`config.mk`:
```
export PLATFORM = sky130hd
export DESIGN_NAME = breathe_sequencer_flat
export DESIGN_NICKNAME = d
export VERILOG_FILES = /design/src/rtl/breathe_sequencer_pkg.sv /design/src/rtl/breathe_sequencer_if.sv /design/src/rtl/breathe_timebase.sv /design/src/rtl/breathe_sequencer.sv /design/src/flat_wrapper.sv
export SDC_FILE = /design/constraint.sdc
export NUM_CORES = 1
export LEC_CHECK = 0
export CAP_MARGIN = 15
export CORE_ASPECT_RATIO = 0.75
export CORE_UTILIZATION = 39
export CTS_CLUSTER_SIZE = 24
export DETAILED_ROUTE_END_ITERATION = 6
export SLEW_MARGIN = 20
export SYNTH_ARGS = -nofsm -noshare
export SYNTH_HDL_FRONTEND = slang
export SYNTH_SLANG_ARGS = --single-unit
```
`constraint.sdc`:
```
create_clock -name Sys_Clk0 -period 3.7 [get_ports Sys_Clk0]
set_input_delay 0.555 -clock Sys_Clk0 [delete_from_list [all_inputs] [get_ports Sys_Clk0]]
set_output_delay 0.555 -clock Sys_Clk0 [all_outputs]
set_load 0.05 [all_outputs]
```
`src/rtl/breathe_sequencer_pkg.sv`:
```
// Shared types and constants for the breathe colour sequencer.
// Colour masks: bit0 = red, bit1 = green, bit2 = blue; a set bit means the channel breathes.
package breathe_seq_pkg;

    typedef logic [2:0] rgb_mask_t;

    localparam rgb_mask_t RED     = 3'b001;
    localparam rgb_mask_t GREEN   = 3'b010;
    localparam rgb_mask_t BLUE    = 3'b100;
    localparam rgb_mask_t YELLOW  = 3'b011;
    localparam rgb_mask_t MAGENTA = 3'b101;
    localparam rgb_mask_t CYAN    = 3'b110;
    localparam rgb_mask_t WHITE   = 3'b111;
    localparam rgb_mask_t OFF     = 3'b000;

    // Channel-reset vector that holds every breathe instance off.
    localparam rgb_mask_t CHAN_ALL_RST = 3'b111;

    localparam int CYC_W = 8;

    typedef enum logic [1:0] {
        ST_IDLE,
        ST_RESYNC,
        ST_RUN,
        ST_PAUSE
    } seq_state_t;

    localparam int DEFAULT_TABLE_LEN = 8;
    localparam rgb_mask_t DEFAULT_TABLE [DEFAULT_TABLE_LEN] =
        '{BLUE, GREEN, RED, YELLOW, MAGENTA, CYAN, WHITE, OFF};

    function automatic rgb_mask_t default_mask(input int idx);
        return (idx < DEFAULT_TABLE_LEN) ? DEFAULT_TABLE[idx[2:0]] : OFF;
    endfunction

endpackage

```
`src/rtl/breathe_sequencer_if.sv`:
```
// Control, configuration and output bundle of the breathe sequencer.
// The slave modport is the sequencer's view; the master modport is the controller's.
interface breathe_sequencer_if
    import breathe_seq_pkg::*;
#(
    parameter int PERIOD_W    = 24,
    parameter int NUM_ENTRIES = 8
);
    localparam int ADDR_W = $clog2(NUM_ENTRIES);

    logic                enable_i;
    logic                pause_i;
    logic                skip_i;
    logic                cfg_wr_i;
    logic [ADDR_W-1:0]   cfg_addr_i;
    rgb_mask_t           cfg_mask_i;
    logic                period_wr_i;
    logic [PERIOD_W-1:0] period_i;
    logic [PERIOD_W-1:0] period_o;
    logic [2:0]          chan_rst_o;
    logic [ADDR_W-1:0]   entry_o;
    logic                advance_o;

    modport slave (
        input  enable_i, pause_i, skip_i, cfg_wr_i, cfg_addr_i, cfg_mask_i,
               period_wr_i, period_i,
        output period_o, chan_rst_o, entry_o, advance_o
    );

    modport master (
        output enable_i, pause_i, skip_i, cfg_wr_i, cfg_addr_i, cfg_mask_i,
               period_wr_i, period_i,
        input  period_o, chan_rst_o, entry_o, advance_o
    );

endinterface

```
`src/rtl/breathe_timebase.sv`:
```
// clk_cnt -> step_cnt -> cyc_cnt chain; cycle_end_o flags the last clock of a breathe cycle.
// A period of zero counts exactly like a period of one.
module breathe_timebase
    import breathe_seq_pkg::*;
#(
    parameter int PWM_BITS = 8,
    parameter int PERIOD_W = 24
) (
    input  logic                Sys_Clk0,
    input  logic                Sys_Clk0_Rst,
    input  logic                clear_i,
    input  logic                hold_i,
    input  logic [PERIOD_W-1:0] period_i,
    output logic                cycle_end_o,
    output logic [CYC_W-1:0]    cyc_cnt_o
);
    localparam int STEP_W = PWM_BITS + 1;

    logic [PERIOD_W-1:0] clk_cnt_q, clk_cnt_d, last_clk;
    logic [STEP_W-1:0]   step_cnt_q, step_cnt_d;
    logic [CYC_W-1:0]    cyc_cnt_q, cyc_cnt_d;
    logic                clk_wrap;
    logic                step_wrap;

    always_comb begin
        // NOTE: every signal is given a default before any branch so no path infers a latch.
        clk_cnt_d  = clk_cnt_q;
        step_cnt_d = step_cnt_q;
        cyc_cnt_d  = cyc_cnt_q;
        last_clk   = (period_i == '0) ? '0 : period_i - PERIOD_W'(1);
        clk_wrap   = (clk_cnt_q >= last_clk);
        step_wrap  = &step_cnt_q;
        cycle_end_o = !clear_i && !hold_i && clk_wrap && step_wrap;

        if (clear_i) begin
            clk_cnt_d  = '0;
            step_cnt_d = '0;
            cyc_cnt_d  = '0;
        end else if (!hold_i) begin
            if (clk_wrap) begin
                clk_cnt_d  = '0;
                step_cnt_d = step_cnt_q + STEP_W'(1);
                if (step_wrap) begin
                    cyc_cnt_d = cyc_cnt_q + CYC_W'(1);
                end
            end else begin
                clk_cnt_d = clk_cnt_q + PERIOD_W'(1);
            end
        end
    end

    // NOTE: sequential state uses non-blocking assignments so every flop samples pre-edge values.
    always_ff @(posedge Sys_Clk0 or posedge Sys_Clk0_Rst) begin
        if (Sys_Clk0_Rst) begin
            clk_cnt_q  <= '0;
            step_cnt_q <= '0;
            cyc_cnt_q  <= '0;
        end else begin
            clk_cnt_q  <= clk_cnt_d;
            step_cnt_q <= step_cnt_d;
            cyc_cnt_q  <= cyc_cnt_d;
        end
    end

    assign cyc_cnt_o = cyc_cnt_q;

endmodule

```
`src/rtl/breathe_sequencer.sv`:
```
// Pattern-table colour sequencer for the three breathe channels: advances only at breathe-cycle
// boundaries (or on skip), re-phasing every channel through a one-cycle RESYNC.
module breathe_sequencer
    import breathe_seq_pkg::*;
#(
    parameter int                PWM_BITS           = 8,
    parameter int                PERIOD_W           = 24,
    parameter logic [PERIOD_W-1:0] DEFAULT_PERIOD   = 24'hAAAA,
    parameter int                CYCLES_PER_PATTERN = 2,
    parameter int                NUM_ENTRIES        = 8
) (
    input  logic               Sys_Clk0,
    input  logic               Sys_Clk0_Rst,
    breathe_sequencer_if.slave bus
);
    localparam int ADDR_W = $clog2(NUM_ENTRIES);
    localparam logic [CYC_W-1:0] LAST_CYC = CYC_W'(CYCLES_PER_PATTERN - 1);

    seq_state_t          state_q, state_d;
    logic [ADDR_W-1:0]   entry_q, entry_d, next_entry;
    rgb_mask_t           chan_rst_q, chan_rst_d;
    logic                advance_q, advance_d;
    logic [PERIOD_W-1:0] period_q, period_d;
    logic [PERIOD_W-1:0] shadow_q, shadow_d;
    logic                skip_pend_q, skip_pend_d;
    rgb_mask_t           table_q [NUM_ENTRIES];
    rgb_mask_t           table_d [NUM_ENTRIES];

    logic                cycle_end;
    logic                pattern_end;
    logic [CYC_W-1:0]    cyc_cnt;
    logic                tb_clear;
    logic                tb_hold;

    assign tb_clear = (state_q == ST_IDLE) || (state_q == ST_RESYNC);
    assign tb_hold  = (state_q == ST_PAUSE);

    breathe_timebase #(
        .PWM_BITS (PWM_BITS),
        .PERIOD_W (PERIOD_W)
    ) u_timebase (
        .Sys_Clk0     (Sys_Clk0),
        .Sys_Clk0_Rst (Sys_Clk0_Rst),
        .clear_i      (tb_clear),
        .hold_i       (tb_hold),
        .period_i     (period_q),
        .cycle_end_o  (cycle_end),
        .cyc_cnt_o    (cyc_cnt)
    );

    always_comb begin
        table_d = table_q;
        if (bus.cfg_wr_i) begin
            table_d[bus.cfg_addr_i] = bus.cfg_mask_i;
        end
        shadow_d = bus.period_wr_i ? bus.period_i : shadow_q;
    end

    always_comb begin
        state_d     = state_q;
        entry_d     = entry_q;
        chan_rst_d  = chan_rst_q;
        advance_d   = 1'b0;
        period_d    = period_q;
        skip_pend_d = skip_pend_q;
        next_entry  = entry_q + ADDR_W'(1);
        pattern_end = cycle_end && (cyc_cnt == LAST_CYC);

        if (!bus.enable_i) begin
            state_d     = ST_IDLE;
            entry_d     = '0;
            chan_rst_d  = CHAN_ALL_RST;
            skip_pend_d = 1'b0;
        end else begin
            unique case (state_q)
                ST_IDLE: begin
                    state_d    = ST_RESYNC;
                    advance_d  = 1'b1;
                    chan_rst_d = CHAN_ALL_RST;
                end
                ST_RESYNC: begin
                    state_d    = ST_RUN;
                    chan_rst_d = ~table_q[entry_q];
                    period_d   = shadow_q;
                end
                ST_RUN: begin
                    // Skip and a natural advance in the same cycle collapse into one increment.
                    if (bus.skip_i || pattern_end) begin
                        state_d    = ST_RESYNC;
                        entry_d    = next_entry;
                        advance_d  = 1'b1;
                        chan_rst_d = CHAN_ALL_RST;
                    end else if (bus.pause_i) begin
                        state_d = ST_PAUSE;
                    end
                end
                ST_PAUSE: begin
                    if (bus.skip_i && bus.pause_i) begin
                        entry_d     = next_entry;
                        chan_rst_d  = ~table_q[next_entry];
                        skip_pend_d = 1'b1;
                    end else if (bus.skip_i || (!bus.pause_i && skip_pend_q)) begin
                        state_d     = ST_RESYNC;
                        entry_d     = bus.skip_i ? next_entry : entry_q;
                        advance_d   = 1'b1;
                        chan_rst_d  = CHAN_ALL_RST;
                        skip_pend_d = 1'b0;
                    end else if (!bus.pause_i) begin
                        state_d = ST_RUN;
                    end
                end
                default: state_d = ST_IDLE;
            endcase
        end
    end

    always_ff @(posedge Sys_Clk0 or posedge Sys_Clk0_Rst) begin
        if (Sys_Clk0_Rst) begin
            state_q     <= ST_IDLE;
            entry_q     <= '0;
            chan_rst_q  <= CHAN_ALL_RST;
            advance_q   <= 1'b0;
            period_q    <= DEFAULT_PERIOD;
            shadow_q    <= DEFAULT_PERIOD;
            skip_pend_q <= 1'b0;
        end else begin
            state_q     <= state_d;
            entry_q     <= entry_d;
            chan_rst_q  <= chan_rst_d;
            advance_q   <= advance_d;
            period_q    <= period_d;
            shadow_q    <= shadow_d;
            skip_pend_q <= skip_pend_d;
        end
    end

    // NOTE: the pattern table is flop-based and reset because it carries a defined default pattern.
    always_ff @(posedge Sys_Clk0 or posedge Sys_Clk0_Rst) begin
        if (Sys_Clk0_Rst) begin
            for (int i = 0; i < NUM_ENTRIES; i++) begin
                table_q[i] <= default_mask(i);
            end
        end else begin
            table_q <= table_d;
        end
    end

    assign bus.period_o   = period_q;
    assign bus.chan_rst_o = chan_rst_q;
    assign bus.entry_o    = entry_q;
    assign bus.advance_o  = advance_q;

endmodule

```
`src/flat_wrapper.sv`:
```
// flat-port wrapper written by rule: the top's interface ports become plain ports
module breathe_sequencer_flat import breathe_seq_pkg::*;
#(
    parameter int                PWM_BITS           = 8,
    parameter int                PERIOD_W           = 24,
    parameter logic [PERIOD_W-1:0] DEFAULT_PERIOD   = 24'hAAAA,
    parameter int                CYCLES_PER_PATTERN = 2,
    parameter int                NUM_ENTRIES        = 8
)
  (Sys_Clk0, Sys_Clk0_Rst, bus_enable_i, bus_pause_i, bus_skip_i, bus_cfg_wr_i, bus_cfg_addr_i, bus_cfg_mask_i, bus_period_wr_i, bus_period_i, bus_period_o, bus_chan_rst_o, bus_entry_o, bus_advance_o);
  breathe_sequencer_if #(.PERIOD_W(PERIOD_W), .NUM_ENTRIES(NUM_ENTRIES)) bus_i ();
  input  logic Sys_Clk0;
  input  logic Sys_Clk0_Rst;
  input wire logic [$bits(bus_i.enable_i)-1:0] bus_enable_i;
  input wire logic [$bits(bus_i.pause_i)-1:0] bus_pause_i;
  input wire logic [$bits(bus_i.skip_i)-1:0] bus_skip_i;
  input wire logic [$bits(bus_i.cfg_wr_i)-1:0] bus_cfg_wr_i;
  input wire logic [$bits(bus_i.cfg_addr_i)-1:0] bus_cfg_addr_i;
  input wire logic [$bits(bus_i.cfg_mask_i)-1:0] bus_cfg_mask_i;
  input wire logic [$bits(bus_i.period_wr_i)-1:0] bus_period_wr_i;
  input wire logic [$bits(bus_i.period_i)-1:0] bus_period_i;
  output wire logic [$bits(bus_i.period_o)-1:0] bus_period_o;
  output wire logic [$bits(bus_i.chan_rst_o)-1:0] bus_chan_rst_o;
  output wire logic [$bits(bus_i.entry_o)-1:0] bus_entry_o;
  output wire logic [$bits(bus_i.advance_o)-1:0] bus_advance_o;
  assign bus_i.enable_i = bus_enable_i;
  assign bus_i.pause_i = bus_pause_i;
  assign bus_i.skip_i = bus_skip_i;
  assign bus_i.cfg_wr_i = bus_cfg_wr_i;
  assign bus_i.cfg_addr_i = bus_cfg_addr_i;
  assign bus_i.cfg_mask_i = bus_cfg_mask_i;
  assign bus_i.period_wr_i = bus_period_wr_i;
  assign bus_i.period_i = bus_period_i;
  assign bus_period_o = bus_i.period_o;
  assign bus_chan_rst_o = bus_i.chan_rst_o;
  assign bus_entry_o = bus_i.entry_o;
  assign bus_advance_o = bus_i.advance_o;
  breathe_sequencer #(.PWM_BITS(PWM_BITS), .PERIOD_W(PERIOD_W), .DEFAULT_PERIOD(DEFAULT_PERIOD), .CYCLES_PER_PATTERN(CYCLES_PER_PATTERN), .NUM_ENTRIES(NUM_ENTRIES)) u_core (.Sys_Clk0(Sys_Clk0), .Sys_Clk0_Rst(Sys_Clk0_Rst), .bus(bus_i));
endmodule
```
==> Word-level counts from Yosys, hierarchy flattened <==
Cells that the tools add are included.
{ "word_totals": {"ff_bits": 123, "inputBits": 37, "output_inout_bits": 31, "elab_cells": 119} }
{ "op_classes": {"n_addsub": 5, "n_lt_le_gt_ge": 5, "eq_ne": 14, "n_mux": 47, "bitwise_logic": 5, "reduce_logical": 25} }
{ "ops": {"columns": ["cell", "count"], "rows": [
  ["$mux 24", 4],
  ["$mux 3", 14],
  ["$mux 8", 4],
  ["$mux 9", 3],
  ["$add 24x1->24 const B", 1],
  ["$bwmux 24", 1],
  ["$ge 24x24->1", 1],
  ["$logic_not 24->1", 1],
  ["$sub 24x1->24 const B", 1],
  ["$bmux 3 s3", 2],
  ["$ge 4x4->1 const B", 3],
  ["$mux 2", 6],
  ["$ne 4x3->1 const B", 3],
  ["$not 3->4", 3],
  ["$pmux 3 s4", 1],
  ["$add 9x1->9 const B", 1],
  ["$demux 3 s3", 1],
  ["$reduce_and 9->1", 1],
  ["$add 8x1->8 const B", 1],
  ["$eq 8x1->1 const B", 1],
  ["$mux 1", 8],
  ["$pmux 2 s4", 1],
  ["$reduce_and 2->1", 4],
  ["$logic_and 1x1->1", 7],
  ["19 further kinds", 28]
]} }

==> Longest topological paths before layout <==
Gate-level depths: netlist of the first run.
{ "depth": {"depth_word": 11, "depth_mapped": 17, "ltp_nobuf": 14} }

==> By module <==
From an unflattened synthesis of the first run, not the netlist that was laid out.
{ "hier_totals": {"hier_cells": 655, "hier_area_um2": 6999.2} }
{ "by_module_without_submodules": {"columns": ["mod", "instances", "cells_each", "area_per_inst_um2", "seq_area_each_um2"], "rows": [
  ["breathe_sequencer", 1, 257, 3734.8, 2090.8],
  ["breathe_timebase", 1, 398, 3264.4, 1026.0]
]} }

==> Least setup slack after synthesis of the first run <==
OpenSTA, ideal clock, no wires.
{ "synth_path": {"path_kind": "register to register", "start": "reg u_core.period_q[2] (netlist: u_core.bus.period_o[2])", "end": "reg u_core.u_timebase.clk_cnt_q[8]", "setup_time_ps": 82, "arrival_time_ps": 4187, "required_time_ps": 3618, "path_slack_ps": -569, "path_stages_with_launch": 16, "path_buffers": 1, "period_less_slack_ps": 4269, "path_cell_list": "dfrtp_1 or4_1 nor3_2 nand4_1 nor4_1 xor2_1 nand2_1 ha_1 nand4_1 nor3_1 a221o_1 or3_1 buf_2 or2_1 or4_1 a31oi_1"} }
{ "synth_between": {"elab_chain_cells": 6, "word_cells_on_any_way": 7, "classes_between": "add/sub (1); order compare (1); mux (4); reduce/logical (1)"} }
{ "synth_rtl": {"columns": ["item", "line_no", "rtl"], "rows": [
  ["start, declared", "breathe_sequencer.sv:23", "logic [PERIOD_W-1:0] period_q, period_d;"],
  ["start signal, assigned", "breathe_sequencer.sv:131", "period_q <= period_d;"],
  ["$sub 24x1->24 / $logic_not 24->1 (equally long branches)", "breathe_timebase.sv:30", "last_clk = (period_i == '0) ? '0 : period_i - PERIOD_W'(1);"],
  ["$mux 24 (*)", "breathe_timebase.sv:30", null],
  ["$ge 24x24->1 (*)", "breathe_timebase.sv:31", "clk_wrap = (clk_cnt_q >= last_clk);"],
  ["$mux 24 (*)", "breathe_timebase.sv:40", "if (clk_wrap) begin"],
  ["$mux 24 (*)", "breathe_timebase.sv:39", "end else if (!hold_i) begin"],
  ["$mux 24 (*)", "breathe_timebase.sv:35", "if (clear_i) begin"],
  ["end signal, assigned", "breathe_timebase.sv:59", "clk_cnt_q <= clk_cnt_d;"],
  ["end, declared", "breathe_timebase.sv:19", "logic [PERIOD_W-1:0] clk_cnt_q, clk_cnt_d, last_clk;"]
]} }
Every way passes the cells marked *; elsewhere a longest branch is shown, timed or not. The select of a mux whose other input is x is not followed.
A chain may end at the register's enable or synchronous reset.

==> Final worst setup path of the first run <==
{ "layout_path": {"start": "reg u_core.period_q[15] (netlist: u_core.bus.period_o[15])", "end": "reg u_core.u_timebase.clk_cnt_q[8]"} }
Same word-level chain as after synthesis.

==> flow_metrics.py, run 1 <==
metrics = {
    "setup_path": {
        "r2r_start": "u_core.bus.period_o[15]",
        "required_ns": 4.04,
        "slowest_stage": "or4_4",
        "reg2reg_depth": 15,
        "crit_path_end_kind": "flip-flop",
        "cp-start-kind": "flip-flop",
        "crit_type": "flip-flop to flip-flop",
        "max_stage_delay_ns": 0.55,
        "arrival_ns": 4.45,
        "r2r_slack_ns": -0.41,
        "reg2reg_to": "u_core.u_timebase.clk_cnt_q[8]",
        "worstPathCellList": "or4_4, nor3_4, nand4_1, buf_6, nor3_4, xor2_1, nand2_1, ha_4, nand4_1, nor3_2, a221o_1, or3_4, or2_4, or4_4, a31oi_4",
        "crit_fanout": 5,
    },
    "floorplan": {
        "die_x_um": 154.5,
        "io_pins": 68,
        "fp.coreArea_um2": 16930,
        "die-area_um2": 17990,
        "dieHeight_um": 116.4,
        "start_util_pct": 40.20,
        "core.rowCount": 41,
    },
    "power_and_ir_drop": {
        "finalPower_mw": 4.918,
        "vdd_drop_max_uv": 441.3,
        "intPower_mw": 3.313,
        "clkPwrFrac_pct": 35.8,
        "powerDensity_nw_per_um2": 545.8,
        "switchingPower_mw": 1.606,
        "combPwrFrac_pct": 29.3,
        "sw_frac_of_total_pct": 32.65,
        "p_leak_nw": 3.708,
        "p_seq_share_pct": 34.9,
    },
    "routing": {
        "vias_per_cell": 5.396,
        "drc": 0,
        "dr.pass1.iters": 4,
        "routed_wl_mm": 16.24,
        "drt_iter0_markers": 238,
        "ant_nets": 0,
        "post_drt_wl_per_cell_um": 16.69,
        "vias": 5250,
    },
    "global_routing": {
        "top_usage_layer": "met2",
        "use_met3_pct": 4.675,
        "globalRoute.totalOverflow": 0,
        "grt_use_met1_pct": 26.70,
        "grt_pass1_wl_mm": 26.69,
        "grt_max_degree": 48,
        "antenna_found_initial": 0,
        "grt_pass1_vias": 5313,
        "gr-usage-all-layers_pct": 19.12,
        "met2_usage_pct": 29.17,
    },
    "timing": {
        "relSlewSlack_pct": 31.62,
        "rsz0062_at_grt": "true",
        "hold_violations": 0,
        "period_share_pct": 111.1,
        "period_needed_ns": 4.112,
        "whs_ns": 0.5025,
        "finalClockSkew_ns": 0.01074,
        "timing_max_transition_violations_final": 0,
        "max_freq_mhz": 243.2,
        "setup_viol_count_final": 49,
        "setup_ws_ns": -0.4121,
        "worstMarginPinSlew_ns": 1.025,
        "timing.setup.tns_ns": -11.59,
    },
    "synthesis": {
        "syn_inst": 623,
        "yosys.area.top_type_share_pct": 33.83,
        "synthAdderAreaFrac_pct": 5.883,
        "synthMuxAreaShare_pct": 17.52,
        "synth_edf_count": 0,
        "syn_nets": 692,
        "synthXorXnorAreaFrac_pct": 5.148,
        "synthFlopType": "dfrtp_1",
        "synth.top_cells.by_area": "dfrtp_1, mux2_2, dfstp_2",
        "yosys_warnings": 0,
        "yosysSeqAreaShare_pct": 45.80,
        "netlist_area_um2": 6805,
        "synth_area_per_cell_um2": 10.92,
        "ys_ff_latch": 123,
        "yosysTopAreaCell": "dfrtp_1",
        "synth-compound-area-share_pct": 6.858,
        "synth_top_family_by_area": "multiplexers",
        "ys_types": 53,
        "synth_simple_gate_area_share_pct": 16.34,
        "async_reset_ff_share_pct": 100.0,
    },
    "finish": {
        "n_fill_cell": 1464,
        "layout_commonest_cell": "dfrtp_1",
        "design_area_um2": 9011,
        "drive_gt1_share_pct": 33.38,
        "nets": 814,
        "layout_common_cells": "dfrtp_1, mux2_2, clkdlybuf4s50_1",
        "multiInputGateArea_um2": 3741,
        "diodes": 0,
        "ff_latch_area_um2": 3124,
        "fin_cells": 973,
        "syn2layout_area_growth_pct": 32.41,
    },
    "placement": {
        "gp_congestion": 0.8283,
        "placed_cell_area_um2": 8085,
        "numPortBuffers": 67,
        "dp_cells": 932,
        "dpl.hpwl_mm": 11.58,
    },
    "hold_path": {
        "min_from": "u_core.shadow_q[2]",
        "worstHoldEndpoint": "u_core.shadow_q[2]",
        "hp-class": "flip-flop to flip-flop",
        "worstHoldPathCells": 1,
    },
    "clock_network": {
        "cts_buffer_depth": 2,
        "cts-root-buf": "clkbuf_16",
        "cts_tree": "yes",
        "cts.clk_slew.worst_paths_ns": 0.06,
        "cts_made_buffers": 17,
        "ctsHoldBuffers": 0,
        "ctsHtreeMaxLevel": 4,
        "clk_latency_ns": 0.43,
        "clkSinkCount": 123,
    },
    "job": {
        "cap_viol_max_count": 0,
    },
    "outcome": {
        "violations": "setup timing",
        "run_status": "complete, but fails checks",
    },
}
sequential cells by signal, indices dropped and copies added, names as in the netlist:
signal	cells
u_core.u_timebase.clk_cnt_q	24
u_core.shadow_q	24
u_core.bus.period_o	24
u_core.u_timebase.cyc_cnt_o	8
u_core.table_q	24
u_core.bus.chan_rst_o	3
u_core.skip_pend_q	1
u_core.bus.entry_o	3
u_core.state_q	2
u_core.bus.advance_o	1
u_core.u_timebase.step_cnt_q	9
routing by layer:
layer	vias up	routed length, um
met2	91	7287
met1	2620	8047
met4	0	242
met3	16	658
li1	2523	-
met5	-	0
power groups by stage:
stage | logic (mW) | clock network, mW | registers, mW
detailed placement | 1.42 | 0 | 1.73
global route | 1.55 | 1.86 | 1.74
floorplan | 0.546 | 0 | 2.05
CTS | 1.43 | 1.80 | 1.72
finish | 1.44 | 1.76 | 1.72
global placement | 1.39 | 0 | 1.72
cell type report:
| cell class | count | area share (%) |
|---|---|---|
| multi-input combinational | 458 | 41.52 |
| sequential | 123 | 34.67 |
| timing repair buffer | 130 | 13.23 |
| clock buffer | 18 | 4.874 |
| tap | 215 | 2.985 |
| clock inverter | 14 | 2.055 |
| inverter | 15 | 0.6665 |
worst max-delay path by stage:
stage / from / cells after the start / end / slack (ns)
after global placement: u_core.bus.period_o[12] / 14 / u_core.u_timebase.clk_cnt_q[8] / -0.28
after detailed placement: u_core.bus.period_o[12] / 16 / u_core.u_timebase.cyc_cnt_o[3] / -0.48
after floorplan: u_core.bus.period_o[2] / 15 / u_core.u_timebase.clk_cnt_q[8] / -0.34
final: u_core.bus.period_o[15] / 15 / u_core.u_timebase.clk_cnt_q[8] / -0.41
after global routing: u_core.bus.period_o[5] / 15 / u_core.u_timebase.clk_cnt_q[8] / -0.65
after CTS: u_core.bus.period_o[5] / 15 / u_core.u_timebase.clk_cnt_q[8] / -0.37
critical path, delay by kind of cell (launching register included):
kind | cells | cell delay [ns]
AND/OR/NAND/NOR | 10 | 2.59
AO/OA/AOI/OAI | 2 | 0.49
flip-flops | 1 | 0.37
XOR/XNOR | 1 | 0.18
buffers and inverters | 1 | 0.18
adder cells (fa/ha/maj) | 1 | 0.23
kinds of logic (layout without fill, tap and decap cells):
kind of cell / Yosys count / count (layout)
adder cells (fa/ha/maj): 32 / 32
buffers and inverters: 42 / 177
AND/OR/NAND/NOR: 219 / 219
multiplexers: 95 / 95
AO/OA/AOI/OAI: 72 / 72
flip-flops: 123 / 123
XOR/XNOR: 40 / 40
synthesized netlist by cell type (2+ instances only):
master,instances
xor2_1,27
a21oi_1,20
nor2_1,43
a21o_1,2
mux2i_1,10
a2bb2oi_1,3
mux2_2,73
mux4_2,12
nand3b_1,3
buf_2,4
a21oi_2,2
and3_1,6
inv_1,15
o22ai_1,3
o21ai_0,12
o21ai_1,2
o31ai_1,8
or4_1,10
nand3_1,30
or3_1,7
xnor2_1,13
nor4_1,5
a21boi_0,2
nor3_1,15
and4_1,3
o41ai_1,2
ha_1,32
nand4_1,18
o211ai_1,5
dfrtp_1,92
nand2b_1,8
a31oi_1,4
and2_1,3
dfstp_2,31
clkbuf_1,21
nand4b_1,4
nor3b_1,2
nand2_1,56
per-stage QoR:
stage          setup slack (ns)  util [%]
2_1_floorplan           -0.3431         -
3_3_place_gp            -0.2819     47.76
3_5_place_dp            -0.4822     47.76
4_1_cts                 -0.3748     51.91
5_1_grt                 -0.6495     53.23
6_report                -0.4121     53.23
what timing repair did:
item,in CTS,in global routing
buffers inserted,4,4
resized for setup,11,39
endpoints found under the setup margin,50,50
gates cloned,0,1
pin swaps,7,25
(Power assumes the default switching activity.)
==> inputs of run 2 (changes only) <==
Settings changed: CORE_ASPECT_RATIO 0.75 to unset, CORE_UTILIZATION 39 to 48, PLACE_DENSITY set to 0.72.
==> flow_metrics.py, run 2 (synthesis results as in run 1) <==
metrics = {
    "outcome": {
        "run_status": "complete, but fails checks",
        "violations": "DRC, setup timing",
    },
    "clock_network": {
        "ctsHtreeMaxLevel": 4,
        "cts-root-buf": "clkbuf_16",
        "clk_latency_ns": 0.42,
        "ctsHoldBuffers": 0,
        "cts.clk_slew.worst_paths_ns": 0.06,
        "cts_tree": "yes",
        "cts_buffer_depth": 2,
        "clkSinkCount": 123,
        "cts_made_buffers": 17,
    },
    "setup_path": {
        "arrival_ns": 4.25,
        "crit_path_end_kind": "flip-flop",
        "crit_type": "flip-flop to flip-flop",
        "crit_fanout": 7,
        "cp-start-kind": "flip-flop",
        "reg2reg_to": "u_core.bus.advance_o",
        "r2r_slack_ns": -0.24,
        "reg2reg_depth": 15,
        "required_ns": 4.01,
        "r2r_start": "u_core.bus.period_o[18]",
    },
    "placement": {
        "dp_slack_ns": -0.4782,
        "dpl.hpwl_mm": 11.20,
        "gp_congestion": 0.8238,
        "numPortBuffers": 67,
        "dp_cells": 893,
    },
    "timing": {
        "timing.setup.tns_ns": -5.235,
        "hold_violations": 0,
        "rsz0062_at_grt": "true",
        "period_needed_ns": 3.944,
        "timing_max_transition_violations_final": 0,
        "whs_ns": 0.5052,
        "relSlewSlack_pct": 30.81,
        "setup_ws_ns": -0.2438,
        "worstMarginPinSlew_ns": 1.035,
        "finalClockSkew_ns": 0.007396,
        "period_share_pct": 106.6,
        "max_freq_mhz": 253.6,
        "setup_viol_count_final": 46,
    },
    "routing": {
        "vias_per_cell": 5.725,
        "drc": 2,
        "post_drt_wl_per_cell_um": 16.96,
        "drt_iter0_markers": 338,
        "ant_nets": 0,
        "vias": 5353,
        "routed_wl_mm": 15.86,
        "dr.pass1.iters": 7,
    },
    "hold_path": {
        "hp-class": "flip-flop to flip-flop",
        "worstHoldEndpoint": "u_core.shadow_q[0]",
        "worstHoldPathCells": 1,
        "min_from": "u_core.shadow_q[0]",
    },
    "global_routing": {
        "grt_max_degree": 58,
        "grt_pass1_wl_mm": 26.32,
        "antenna_found_initial": 0,
        "globalRoute.totalOverflow": 0,
        "gr-usage-all-layers_pct": 22.98,
        "grt_pass1_vias": 5491,
    },
    "power_and_ir_drop": {
        "finalPower_mw": 4.893,
        "powerDensity_nw_per_um2": 550.9,
        "clkPwrFrac_pct": 34.9,
        "combPwrFrac_pct": 29.7,
        "p_seq_share_pct": 35.4,
        "sw_frac_of_total_pct": 32.39,
        "intPower_mw": 3.308,
        "p_leak_nw": 3.676,
        "vdd_drop_max_uv": 525.5,
        "switchingPower_mw": 1.585,
    },
    "floorplan": {
        "start_util_pct": 49.03,
        "core.rowCount": 43,
        "die-area_um2": 14660,
        "dieHeight_um": 121.1,
        "die_x_um": 121.1,
        "io_pins": 68,
        "fp.coreArea_um2": 13880,
    },
    "finish": {
        "n_fill_cell": 1075,
        "fin_cells": 935,
        "syn2layout_area_growth_pct": 30.52,
        "nets": 811,
        "layout_common_cells": "dfrtp_1, mux2_2, clkdlybuf4s50_1",
        "diodes": 0,
        "drive_gt1_share_pct": 32.98,
        "layout_commonest_cell": "dfrtp_1",
    },
    "job": {
        "cap_viol_max_count": 0,
    },
}
-- run 2: changes by cell type in the layout (fill, tap and decap cells not counted), sizes merged --
| cell | before | now |
|---|---|---|
| clkinvlp | 4 | 3 |
| clkinv | 2 | 6 |
| clkdlybuf4s50 | 66 | 67 |
| buf | 64 | 60 |
| inv | 20 | 16 |
| clkbuf | 18 | 19 |
-- run 2: critical path, stage by stage, from the launching register on --
cell       delay, ns
dfrtp_2         0.41
or4_4           0.55
nor4b_2         0.26
nand4_1         0.26
buf_6           0.22
nand2b_1        0.07
ha_1            0.24
nor2b_1         0.14
o211ai_1        0.17
a31oi_1         0.16
o311a_4         0.42
buf_6           0.14
o2111ai_2       0.19
buf_4           0.17
nand4_1         0.19
and3_1          0.26
-- run 2: per-layer routing --
metal / global-route usage (%) / share of wire (%) / vias to the layer above
li1: - / - / 2527
met1: 29.78 / 45 / 2683
met2: 37.82 / 50 / 112
met3: 4.934 / 3.2 / 31
met4: 8.333 / 1.9 / 0
met5: 0 / 0 / -
-- run 2: timing repair --
item                                    4_1_cts  5_1_grt
endpoints found under the setup margin       50       50
buffers inserted                              9        1
resized for setup                            14       24
pin swaps                                    23       19
-- run 2: worst max path at each step --
stage                     cells past startpoint                             end               startpoint  slack, ns
after floorplan                              15  u_core.u_timebase.clk_cnt_q[8]   u_core.bus.period_o[2]      -0.34
after global placement                       16  u_core.u_timebase.cyc_cnt_o[3]   u_core.bus.period_o[2]      -0.25
after detailed placement                     15  u_core.u_timebase.cyc_cnt_o[3]   u_core.bus.period_o[2]      -0.48
after CTS                                    14  u_core.u_timebase.clk_cnt_q[8]   u_core.bus.period_o[5]      -0.33
after global routing                         16           u_core.bus.entry_o[1]   u_core.bus.period_o[5]      -0.38
final                                        15            u_core.bus.advance_o  u_core.bus.period_o[18]      -0.24
-- run 2: power groups by stage --
stage	clock, mW	sequential, mW	combinational (mW)
finish	1.71	1.73	1.45
global route	1.80	1.75	1.55
CTS	1.73	1.73	1.43
detailed placement	0	1.74	1.41
global placement	0	1.73	1.37
floorplan	0	2.05	0.546
-- run 2: cell type report --
| type | count | area (um2) | area share [%] |
|---|---|---|---|
| inverters | 15 | 60.06 | 0.6762 |
| clock buffers | 19 | 442.9 | 4.987 |
| repair buffers | 127 | 1156 | 13.02 |
| multi-input cells | 458 | 3706 | 41.72 |
| flip-flops and latches | 123 | 3124 | 35.17 |
| clock inverters | 13 | 167.7 | 1.888 |
| well taps | 180 | 225.2 | 2.536 |
-- run 2: per-stage QoR --
step	util (%)	area, um2
global route	63.99	8882
finish	63.99	8882
detailed placement	57.72	8011
CTS	63.03	8748
global placement	57.72	8011
floorplan	-	6838
==> inputs of run 3 (changes only) <==
Settings changed: HOLD_SLACK_MARGIN set to 0.05.
==> results of run 3 <==
No change in the layout: final DEF, timing and power equal those of run 2.
